`config.mk`:
```
export PLATFORM = sky130hd
export DESIGN_NAME = i2c_bit_sequencer
export DESIGN_NICKNAME = d
export VERILOG_FILES = /design/src/rtl/i2c_pkg.sv /design/src/rtl/i2c_quarter_timer.sv /design/src/rtl/i2c_bit_sequencer.sv
export SDC_FILE = /design/constraint.sdc
export NUM_CORES = 1
export LEC_CHECK = 0
export CAP_MARGIN = 10
export CELL_PAD_IN_SITES_DETAIL_PLACEMENT = 1
export CELL_PAD_IN_SITES_GLOBAL_PLACEMENT = 2
export CORE_UTILIZATION = 33
export DETAILED_ROUTE_END_ITERATION = 10
export HOLD_SLACK_MARGIN = 0.12
export PLACE_DENSITY = 0.89
export SLEW_MARGIN = 10
export SYNTH_ARGS = -nofsm -noshare
export SYNTH_HDL_FRONTEND = slang
export SYNTH_SLANG_ARGS = --single-unit
export TNS_END_PERCENT = 30
```
`constraint.sdc`:
```
create_clock -name clk100mhz -period 5.7 [get_ports clk100mhz]
set_clock_uncertainty 0.15 [all_clocks]
set_input_delay 0.855 -clock clk100mhz [delete_from_list [all_inputs] [get_ports clk100mhz]]
set_output_delay 0.855 -clock clk100mhz [all_outputs]
set_load 0.01 [all_outputs]
```
`src/rtl/i2c_pkg.sv`:
```
// Shared types and helpers for the I2C bit-level sequencer.
package i2c_pkg;

    localparam int PRESCALE_W = 10;

    typedef enum logic [2:0] {
        CMD_START = 3'd1,
        CMD_STOP  = 3'd2,
        CMD_WRITE = 3'd3,
        CMD_READ  = 3'd4
    } cmd_t;

    typedef enum logic [2:0] {
        PH_IDLE = 3'd0,
        PH_Q0   = 3'd1,
        PH_Q1   = 3'd2,
        PH_Q2   = 3'd3,
        PH_Q3   = 3'd4
    } phase_t;

    function automatic logic cmd_is_legal(input logic [2:0] c);
        return (c >= 3'd1) && (c <= 3'd4);
    endfunction

    // Returns {scl_oe, sda_oe} for a quarter of a bit; 1 means pull the line low.
    function automatic logic [1:0] quarter_drive(input cmd_t c, input phase_t ph, input logic d);
        logic [1:0] v;
        v = 2'b00;
        case (c)
            CMD_START: begin
                case (ph)
                    PH_Q0:   v = 2'b00;
                    PH_Q1:   v = 2'b01;
                    PH_Q2:   v = 2'b01;
                    PH_Q3:   v = 2'b11;
                    default: v = 2'b00;
                endcase
            end
            CMD_STOP: begin
                case (ph)
                    PH_Q0:   v = 2'b11;
                    PH_Q1:   v = 2'b01;
                    PH_Q2:   v = 2'b00;
                    PH_Q3:   v = 2'b00;
                    default: v = 2'b00;
                endcase
            end
            CMD_WRITE: begin
                case (ph)
                    PH_Q0:   v = {1'b1, ~d};
                    PH_Q1:   v = {1'b0, ~d};
                    PH_Q2:   v = {1'b0, ~d};
                    PH_Q3:   v = {1'b1, ~d};
                    default: v = 2'b00;
                endcase
            end
            CMD_READ: begin
                case (ph)
                    PH_Q0:   v = 2'b10;
                    PH_Q1:   v = 2'b00;
                    PH_Q2:   v = 2'b00;
                    PH_Q3:   v = 2'b10;
                    default: v = 2'b00;
                endcase
            end
            default: v = 2'b00;
        endcase
        return v;
    endfunction

endpackage

```
`src/rtl/i2c_quarter_timer.sv`:
```
// Quarter-bit timer: counts 0..i_load, ticks on the last count, freezes while held.
module i2c_quarter_timer #(
    parameter int W = 10
) (
    input  logic         i_clk,
    input  logic         i_reset,
    input  logic         i_clear,
    input  logic         i_hold,
    input  logic [W-1:0] i_load,
    output logic         o_tick
);

    logic [W-1:0] r_count;
    logic         w_tick;

    // A held counter never ticks, so a stretched quarter cannot end early.
    assign w_tick = (r_count == i_load) && !i_hold;
    assign o_tick = w_tick;

    // Count up, wrap to zero on tick, freeze while the clock is being stretched.
    always_ff @(posedge i_clk) begin
        if (i_reset) begin
            r_count <= '0;
        end else if (i_clear) begin
            r_count <= '0;
        end else if (!i_hold) begin
            if (w_tick) begin
                r_count <= '0;
            end else begin
                r_count <= r_count + 1'b1;
            end
        end
    end

endmodule

```
`src/rtl/i2c_bit_sequencer.sv`:
```
// I2C bit sequencer: executes START/STOP/WRITE/READ as four timed quarters,
// with clock stretching and arbitration-loss detection.
module i2c_bit_sequencer #(
    parameter int PRESCALE_W = i2c_pkg::PRESCALE_W
) (
    input  logic                  clk100mhz,
    input  logic                  reset,
    input  logic [PRESCALE_W-1:0] prescale,
    input  logic                  cmd_valid,
    output logic                  cmd_ready,
    input  logic [2:0]            cmd,
    input  logic                  cmd_data,
    output logic                  rsp_valid,
    output logic                  rsp_data,
    output logic                  arb_lost,
    output logic                  busy,
    output logic                  scl_oe,
    output logic                  sda_oe,
    input  logic                  scl_in,
    input  logic                  sda_in
);

    import i2c_pkg::*;

    phase_t                r_state;
    cmd_t                  r_cmd;
    logic                  r_d;
    logic [PRESCALE_W-1:0] r_prescale;
    logic                  r_rd_bit;
    logic                  r_pend;
    logic                  r_pend_data;
    logic                  r_pend_arb;
    logic                  r_scl_oe;
    logic                  r_sda_oe;
    logic                  r_rsp_valid;
    logic                  r_rsp_data;
    logic                  r_arb_lost;

    logic                  w_tick;
    logic                  w_clear;
    logic                  w_hold;

    // The counter sits at zero in IDLE so every command starts with a fresh quarter.
    assign w_clear = (r_state == PH_IDLE);
    // Another master or slave holding SCL low while we release it stretches the quarter.
    assign w_hold  = (r_state != PH_IDLE) && !r_scl_oe && !scl_in;

    i2c_quarter_timer #(
        .W (PRESCALE_W)
    ) u_timer (
        .i_clk   (clk100mhz),
        .i_reset (reset),
        .i_clear (w_clear),
        .i_hold  (w_hold),
        .i_load  (r_prescale),
        .o_tick  (w_tick)
    );

    assign cmd_ready = (r_state == PH_IDLE);
    assign busy      = (r_state != PH_IDLE);
    assign scl_oe    = r_scl_oe;
    assign sda_oe    = r_sda_oe;
    assign rsp_valid = r_rsp_valid;
    assign rsp_data  = r_rsp_data;
    assign arb_lost  = r_arb_lost;

    // Sequencer FSM; completion is staged through r_pend so the response lands one
    // edge after the state returns to IDLE.
    always_ff @(posedge clk100mhz) begin
        if (reset) begin
            r_state     <= PH_IDLE;
            r_cmd       <= CMD_START;
            r_d         <= 1'b0;
            r_prescale  <= '0;
            r_rd_bit    <= 1'b0;
            r_pend      <= 1'b0;
            r_pend_data <= 1'b0;
            r_pend_arb  <= 1'b0;
            r_scl_oe    <= 1'b0;
            r_sda_oe    <= 1'b0;
            r_rsp_valid <= 1'b0;
            r_rsp_data  <= 1'b0;
            r_arb_lost  <= 1'b0;
        end else begin
            r_pend      <= 1'b0;
            r_rsp_valid <= r_pend;
            r_rsp_data  <= r_pend & r_pend_data;
            r_arb_lost  <= r_pend & r_pend_arb;

            case (r_state)
                PH_IDLE: begin
                    if (cmd_valid) begin
                        if (cmd_is_legal(cmd)) begin
                            r_cmd      <= cmd_t'(cmd);
                            r_d        <= cmd_data;
                            r_prescale <= prescale;
                            r_state    <= PH_Q0;
                            {r_scl_oe, r_sda_oe} <= quarter_drive(cmd_t'(cmd), PH_Q0, cmd_data);
                        end else begin
                            // Illegal code: acknowledge without touching the bus.
                            r_pend      <= 1'b1;
                            r_pend_data <= 1'b0;
                            r_pend_arb  <= 1'b0;
                        end
                    end
                end
                PH_Q0: begin
                    if (w_tick) begin
                        if ((r_cmd == CMD_START) && !sda_in) begin
                            r_state     <= PH_IDLE;
                            r_scl_oe    <= 1'b0;
                            r_sda_oe    <= 1'b0;
                            r_pend      <= 1'b1;
                            r_pend_data <= 1'b0;
                            r_pend_arb  <= 1'b1;
                        end else begin
                            r_state <= PH_Q1;
                            {r_scl_oe, r_sda_oe} <= quarter_drive(r_cmd, PH_Q1, r_d);
                        end
                    end
                end
                PH_Q1: begin
                    if (w_tick) begin
                        if ((r_cmd == CMD_WRITE) && r_d && !sda_in) begin
                            r_state     <= PH_IDLE;
                            r_scl_oe    <= 1'b0;
                            r_sda_oe    <= 1'b0;
                            r_pend      <= 1'b1;
                            r_pend_data <= 1'b0;
                            r_pend_arb  <= 1'b1;
                        end else begin
                            if (r_cmd == CMD_READ) begin
                                r_rd_bit <= sda_in;
                            end
                            r_state <= PH_Q2;
                            {r_scl_oe, r_sda_oe} <= quarter_drive(r_cmd, PH_Q2, r_d);
                        end
                    end
                end
                PH_Q2: begin
                    if (w_tick) begin
                        r_state <= PH_Q3;
                        {r_scl_oe, r_sda_oe} <= quarter_drive(r_cmd, PH_Q3, r_d);
                    end
                end
                PH_Q3: begin
                    // Lines keep their Q3 levels into IDLE, leaving SCL low between bits.
                    if (w_tick) begin
                        r_state     <= PH_IDLE;
                        r_pend      <= 1'b1;
                        r_pend_data <= (r_cmd == CMD_READ) ? r_rd_bit : 1'b0;
                        r_pend_arb  <= 1'b0;
                    end
                end
                default: begin
                    r_state <= PH_IDLE;
                end
            endcase
        end
    end

endmodule

```
=== After elaboration in Yosys (flattened, before gate mapping) ===
Index checks and enable logic that the tools add are counted.
W data, S select, Z words.

* Output and inout port bits: 7
* Word-level logic and storage cells: 116
* Flip-flop bits (word level): 36
* Bits of input ports: 19

* Bitwise gates (word level): 5
* Reductions and logical operators: 22
* Magnitude comparators: 2
* Equal/unequal tests: 21
* Multiplexer cells: 51
* $add $sub $neg: 1

{| class="wikitable"
|+ Operator list
! operator !! number
|-
| $mux W1 || 32
|-
| $pmux W1 S4 || 5
|-
| $eq A3 B2 Y1 const B || 6
|-
| $mux W3 || 6
|-
| $pmux W3 S5 || 1
|-
| $pmux W2 S3 || 2
|-
| $reduce_and A6 Y1 || 2
|-
| $add A10 B1 Y10 const B || 1
|-
| $eq A10 B10 Y1 || 1
|-
| $mux W10 || 1
|-
| $ne A2 B1 Y1 const B || 5
|-
| $eq A3 B3 Y1 const B || 3
|-
| $ne A2 B2 Y1 const B || 4
|-
| $reduce_and A8 Y1 || 1
|-
| $reduce_bool A4 Y1 || 2
|-
| $logic_and A1 B1 Y1 || 7
|-
| $eq A3 B1 Y1 const B || 2
|-
| $logic_not A1 Y1 || 4
|-
| $mux W2 || 2
|-
| $pmux W1 S2 || 2
|-
| $reduce_and A4 Y1 || 1
|-
| $reduce_or A2 Y1 || 2
|-
| $ge A3 B1 Y1 const B || 1
|-
| $le A3 B3 Y1 const B || 1
|-
| 5 further kinds || 8
|}

=== Depth between registers and ports, before layout ===
* Word-level depth: 7
* Depth in mapped cells: 8
* Gate-level depth less buffers: 6

=== Hierarchy ===
From an unflattened synthesis, not the netlist that was laid out.

* Cell total of the unflattened synthesis: 195
* Area total of the unflattened synthesis: 1804.2 µm²

{| class="wikitable"
|+ By module, submodules not included
! module !! instances !! cells an instance !! area an instance (µm²) !! seq. area each (µm²)
|-
| i2c_bit_sequencer || 1 || 133 || 1228.7 || 520.5
|-
| i2c_quarter_timer || 1 || 62 || 575.6 || 200.2
|}

=== Worst setup path before layout ===
Ideal clock, no wire load.

* Path kind: in2reg
* From: in sda_in
* To: reg r_pend_arb
* Library setup time: 0.096 ns
* Data required time: 5.454 ns
* Stages on the path: 5
* Buffers on the path: 0
* Data arrival time: 2.139 ns
* Path slack: 3.316 ns
* Cell sequence: or3b_2 -> nor4_1 -> nor3_1 -> or2_4 -> o41ai_2

* Cells in the longest elaborated chain, start to end: 4
* Elaborated cells between the ends (all ways): 6
* Classes of those cells: eq/ne: 2; reduce/logical: 4

{| class="wikitable"
|+ RTL lines
! element !! RTL line !! RTL
|-
| start, declared || i2c_bit_sequencer.sv:20 || <nowiki>input logic sda_in</nowiki>
|-
| $logic_not A1 Y1 * || i2c_bit_sequencer.sv:109, i2c_bit_sequencer.sv:124 ||
|-
| $logic_and A1 B1 Y1 (on tied branches) || i2c_bit_sequencer.sv:124, i2c_bit_sequencer.sv:109 ||
|-
| $ne A2 B2 Y1 (no source line) || n/a ||
|-
| $reduce_and A8 Y1 (no source line) * || n/a ||
|-
| end signal, assigned || i2c_bit_sequencer.sv:103 || <nowiki>r_pend_arb <= 1'b0;</nowiki>
|-
| end signal, assigned || i2c_bit_sequencer.sv:115 || <nowiki>r_pend_arb <= 1'b1;</nowiki>
|-
| end signal, assigned || i2c_bit_sequencer.sv:130 || <nowiki>r_pend_arb <= 1'b1;</nowiki>
|-
| end, declared || i2c_bit_sequencer.sv:32 || <nowiki>logic r_pend_arb;</nowiki>
|}

Mark *: on every way between the ends. The rest lies on a longest branch, timed or not.
A chain may end at the register's enable or synchronous reset.

=== Worst setup path in the final report ===
* From: reg r_state[0]
* To: out cmd_ready

* Cells in the longest elaborated chain, start to end: 1

{| class="wikitable"
|+ RTL lines
! element !! RTL line !! RTL
|-
| start, declared || i2c_bit_sequencer.sv:25 || <nowiki>phase_t r_state;</nowiki>
|-
| start signal, assigned || i2c_bit_sequencer.sv:71 || <nowiki>r_state <= PH_IDLE;</nowiki>
|-
| start signal, assigned || i2c_bit_sequencer.sv:97 || <nowiki>r_state <= PH_Q0;</nowiki>
|-
| start signal, assigned || i2c_bit_sequencer.sv:110 || <nowiki>r_state <= PH_IDLE;</nowiki>
|-
| $logic_not A3 Y1 || i2c_bit_sequencer.sv:59 || <nowiki>assign cmd_ready = (r_state == PH_IDLE);</nowiki>
|-
| end, declared || i2c_bit_sequencer.sv:10 || <nowiki>output logic cmd_ready,</nowiki>
|}

Every way passes these cells.

==> run_results.csv <==
group,metric,value,unit
outcome,status,"finished, final reports clean",
final_layout,final_cell_count_no_fill,300,
routing,ant_nets,0,
cts,cts_made_buffers,5,
routing,first_pass_iteration_count_of_the_detailed_router,4,
pwr,seqPwrFrac,45.7,%
yosys,yosys.area_share.xor_xnor,9.87,%
floorplanning,number_of_cell_rows,26,
timing,worst_case_headroom_to_the_max_slew_limit,56.2,%
final_layout,post-route-util,41.8,%
floorplanning,die_h,75.4,um
final_layout,fin_nets,250,
critical_path,critical_path.cell_chain,"or3_4 > inv_6 > clkdlybuf4s50_1",
final_layout,final_cell_mix,"sky130_fd_sc_hd__dfxtp_1 (36), sky130_fd_sc_hd__nand2_1 (33), sky130_fd_sc_hd__clkdlybuf4s50_1 (25)",
global_routing,grt_max_degree,25,
cts,cts-hold-fix-buffers,0,
placement,dpl_cell_area,2070,um^2
floorplanning,floorplan.die_area,5680,um^2
pwr,internal_power,0.000434,W
cts,cts.sink_count,36,
critical_path,timing.setup.critical_path_class,"reg2out",
critical_path,worst-endpoint-arrival,1810,ps
final_layout,post_route_cells_drive_above_1_share,8.26,%
final_layout,final_design_area_no_fill,2150,um^2
timing,worst-slew-pin-transition,657,ps
floorplanning,io_pins,26,
final_layout,layout.cells.most_common,"sky130_fd_sc_hd__dfxtp_1",
cts,clkTransAtPathRegs,70,ps
cts,post_cts_resize_count,0,
flow_run,max-cap-violations,0,
cts,cts_tree,"yes",
pwr,max-vdd-ir-drop,0.0941,mV
routing,vias,1473,
critical_path,start_kind,"flop",
yosys,synth-edff-count,0,
yosys,synth-compound-area-share,14.7,%
yosys,ffs_w_async_s_r_synth,0,%
pwr,cellPowerDensity,295,nW/um^2
yosys,synth_area_leaders,"sky130_fd_sc_hd__dfxtp_1 (41%), sky130_fd_sc_hd__xnor2_1 (7.4%), sky130_fd_sc_hd__nand2_1 (7.0%)",
global_routing,global_route_wire_length_before_repair,6970,um
timing,post-route-min-period,2810,ps
cts,clock_latency,280,ps
final_layout,syn2layout_area_growth,21.1,%
critical_path,worst_setup_path_end_kind,"output port",
yosys,post_synth.cell_area_avg,8.58,um^2
critical_path,crit_path_max_fanout,10,
yosys,synth_ff_type,"sky130_fd_sc_hd__dfxtp_1",
pwr,power.net_switching,0.000200,W
timing,timing.fmax,355,MHz
yosys,yosys_register_bits,36,
cts,clockRootBuffer,"sky130_fd_sc_hd__clkbuf_8",
timing,setup_violations,0,
routing,drtIter0Drc,63,
yosys,synth.mux.area_fraction,3.66,%
pwr,pwr-share-comb,27.9,%
yosys,synth_simple_gate_area_share,26.1,%
timing,totalNegativeSetupSlack,0,ps
critical_path,cp_slowest_cell,"sky130_fd_sc_hd__clkdlybuf4s50_1",
pwr,power.switching_fraction,31.5,%
critical_path,worst_ep_required_time,4700,ps
floorplanning,dieWidth,75.4,um
yosys,postSynthNetCount,227,
pwr,leakage_dissipation,0.740,nW
placement,weighted_congestion_reported_at_the_end_of_routability_driven_placement,0.744,
placement,numPortBuffers,25,
timing,rsz0062_at_grt,"false",
routing,wl_per_cell,13.7,um
floorplanning,initial_utilization,34.5,%
floorplanning,design.core.area,5140,um^2
yosys,synth.cell_area,1780,um^2
yosys,ys.warnings.count,0,
timing,final.period_utilization,49.4,%
placement,dp_hpwl,3120,um
yosys,yosysTopAreaCell,"sky130_fd_sc_hd__dfxtp_1",
yosys,synth_cell_type_count,44,
cts,post-cts-setup-buffer-count,0,
yosys,netlist.area_leader.share,40.6,%
critical_path,slowest_delay,540,ps
yosys,synth_cells,207,
routing,drt_drc_violations_left,0,
global_routing,antenna_violations_before_repair,0,
timing,hold_violations,0,
yosys,synthAdderAreaFrac,1.27,%
placement,cell_count_after_placement,293,
routing,drt-vias-per-instance,4.91,
global_routing,grt.overflow.total,0,
timing,maxSlewViolCount,0,
cts,clock_tree.buffer_depth,2,
pwr,clock_power_share,26.4,%
yosys,yosysSeqAreaShare,40.6,%
min_path,worst_hold_path_type,"reg2reg",
final_layout,insertedDiodeCount,0,
yosys,dominant_combinational_cell_family_by_area_after_synthesis,"simple AND/OR/NAND/NOR gates",
cts,clock_tree.htree_level_count,2,
global_routing,track_usage,16.6,%
routing,route.final.wire_length,4120,um
global_routing,first_global_vias,1471,
==> routing by layer <==
layer | GRT usage [%] | routed length [um] | up-vias
met1 | 23.1 | 2170 | 680
met4 | 5.76 | 27 | 0
met2 | 24.9 | 1770 | 27
li1 | - | - | 764
met3 | 4.10 | 154 | 2
met5 | 0 | 0 | -
==> power groups by stage <==
stage / registers [W] / clock network, W / logic [W]
global placement: 0.000294 / 0 / 0.000177
floorplan: 0.000284 / 0 / 0.000136
CTS: 0.000290 / 0.000175 / 0.000180
global route: 0.000293 / 0.000185 / 0.000197
finish: 0.000290 / 0.000167 / 0.000177
detailed placement: 0.000295 / 0 / 0.000179
==> layout make-up <==
| class | instances | area [um^2] |
|---|---|---|
| well taps | 70 | 87.6 |
| inverters | 4 | 20.0 |
| multi-input cells | 157 | 986 |
| fillers | 657 | 2990 |
| clock inverters | 1 | 5.00 |
| clock buffers | 6 | 72.6 |
| flip-flops and latches | 36 | 721 |
| repair buffers | 26 | 258 |
==> path summary, 6_finish.rpt <==
path              startpoint          to  slack (ps)  cells after the start
setup reg to reg  r_state[0]  r_pend_arb        3310                      6
hold reg to reg       r_pend   rsp_valid         320                      1
setup / recovery  r_state[0]   cmd_ready        2890                      3
hold / removal        r_pend   rsp_valid         320                      1
==> state kept, by name (all words and copies together) (netlist names) <==
| name | count |
|---|---|
| r_prescale | 10 |
| u_timer.r_count | 10 |
| r_cmd | 3 |
| r_state | 3 |
| arb_lost | 1 |
| r_d | 1 |
| r_pend | 1 |
| r_pend_arb | 1 |
| r_pend_data | 1 |
| r_rd_bit | 1 |
| rsp_data | 1 |
| rsp_valid | 1 |
| scl_oe | 1 |
| sda_oe | 1 |
==> critical path, delay by kind of cell, from the launching register on <==
kind          cells  cell delay, ps
buf+inv           2             640
simple gates      1             470
flops             1             420
==> stage by stage <==
stage / power [W] / setup WS [ps] / hold slack [ps]
3_3_place_gp: 0.000471 / 2720 / 308
2_1_floorplan: 0.000420 / 3320 / 280
6_report: 0.000634 / 2890 / 321
3_5_place_dp: 0.000474 / 2690 / 315
4_1_cts: 0.000645 / 2860 / 324
5_1_grt: 0.000674 / 2810 / 340
==> cells in the mapped netlist, drive strengths merged (4+ instances only) <==
library cell	n
buf	4
dfxtp	36
nand4	6
o211ai	4
xor2	5
inv	4
nor2b	4
nand3	7
a21oi	14
xnor2	15
mux2i	5
and3	5
nand2	33
clkbuf	6
nor2	18
==> logic make-up (layout without fill, tap and decap cells) <==
logic type,Yosys count,in the layout
buffers and inverters,14,37
flip-flops,36,36
multiplexers,6,6
AO/OA/AOI/OAI,36,36
adder cells (fa/ha/maj),2,2
XOR/XNOR,20,20
AND/OR/NAND/NOR,93,93
No activity file was read; power rests on OpenSTA's default activity.
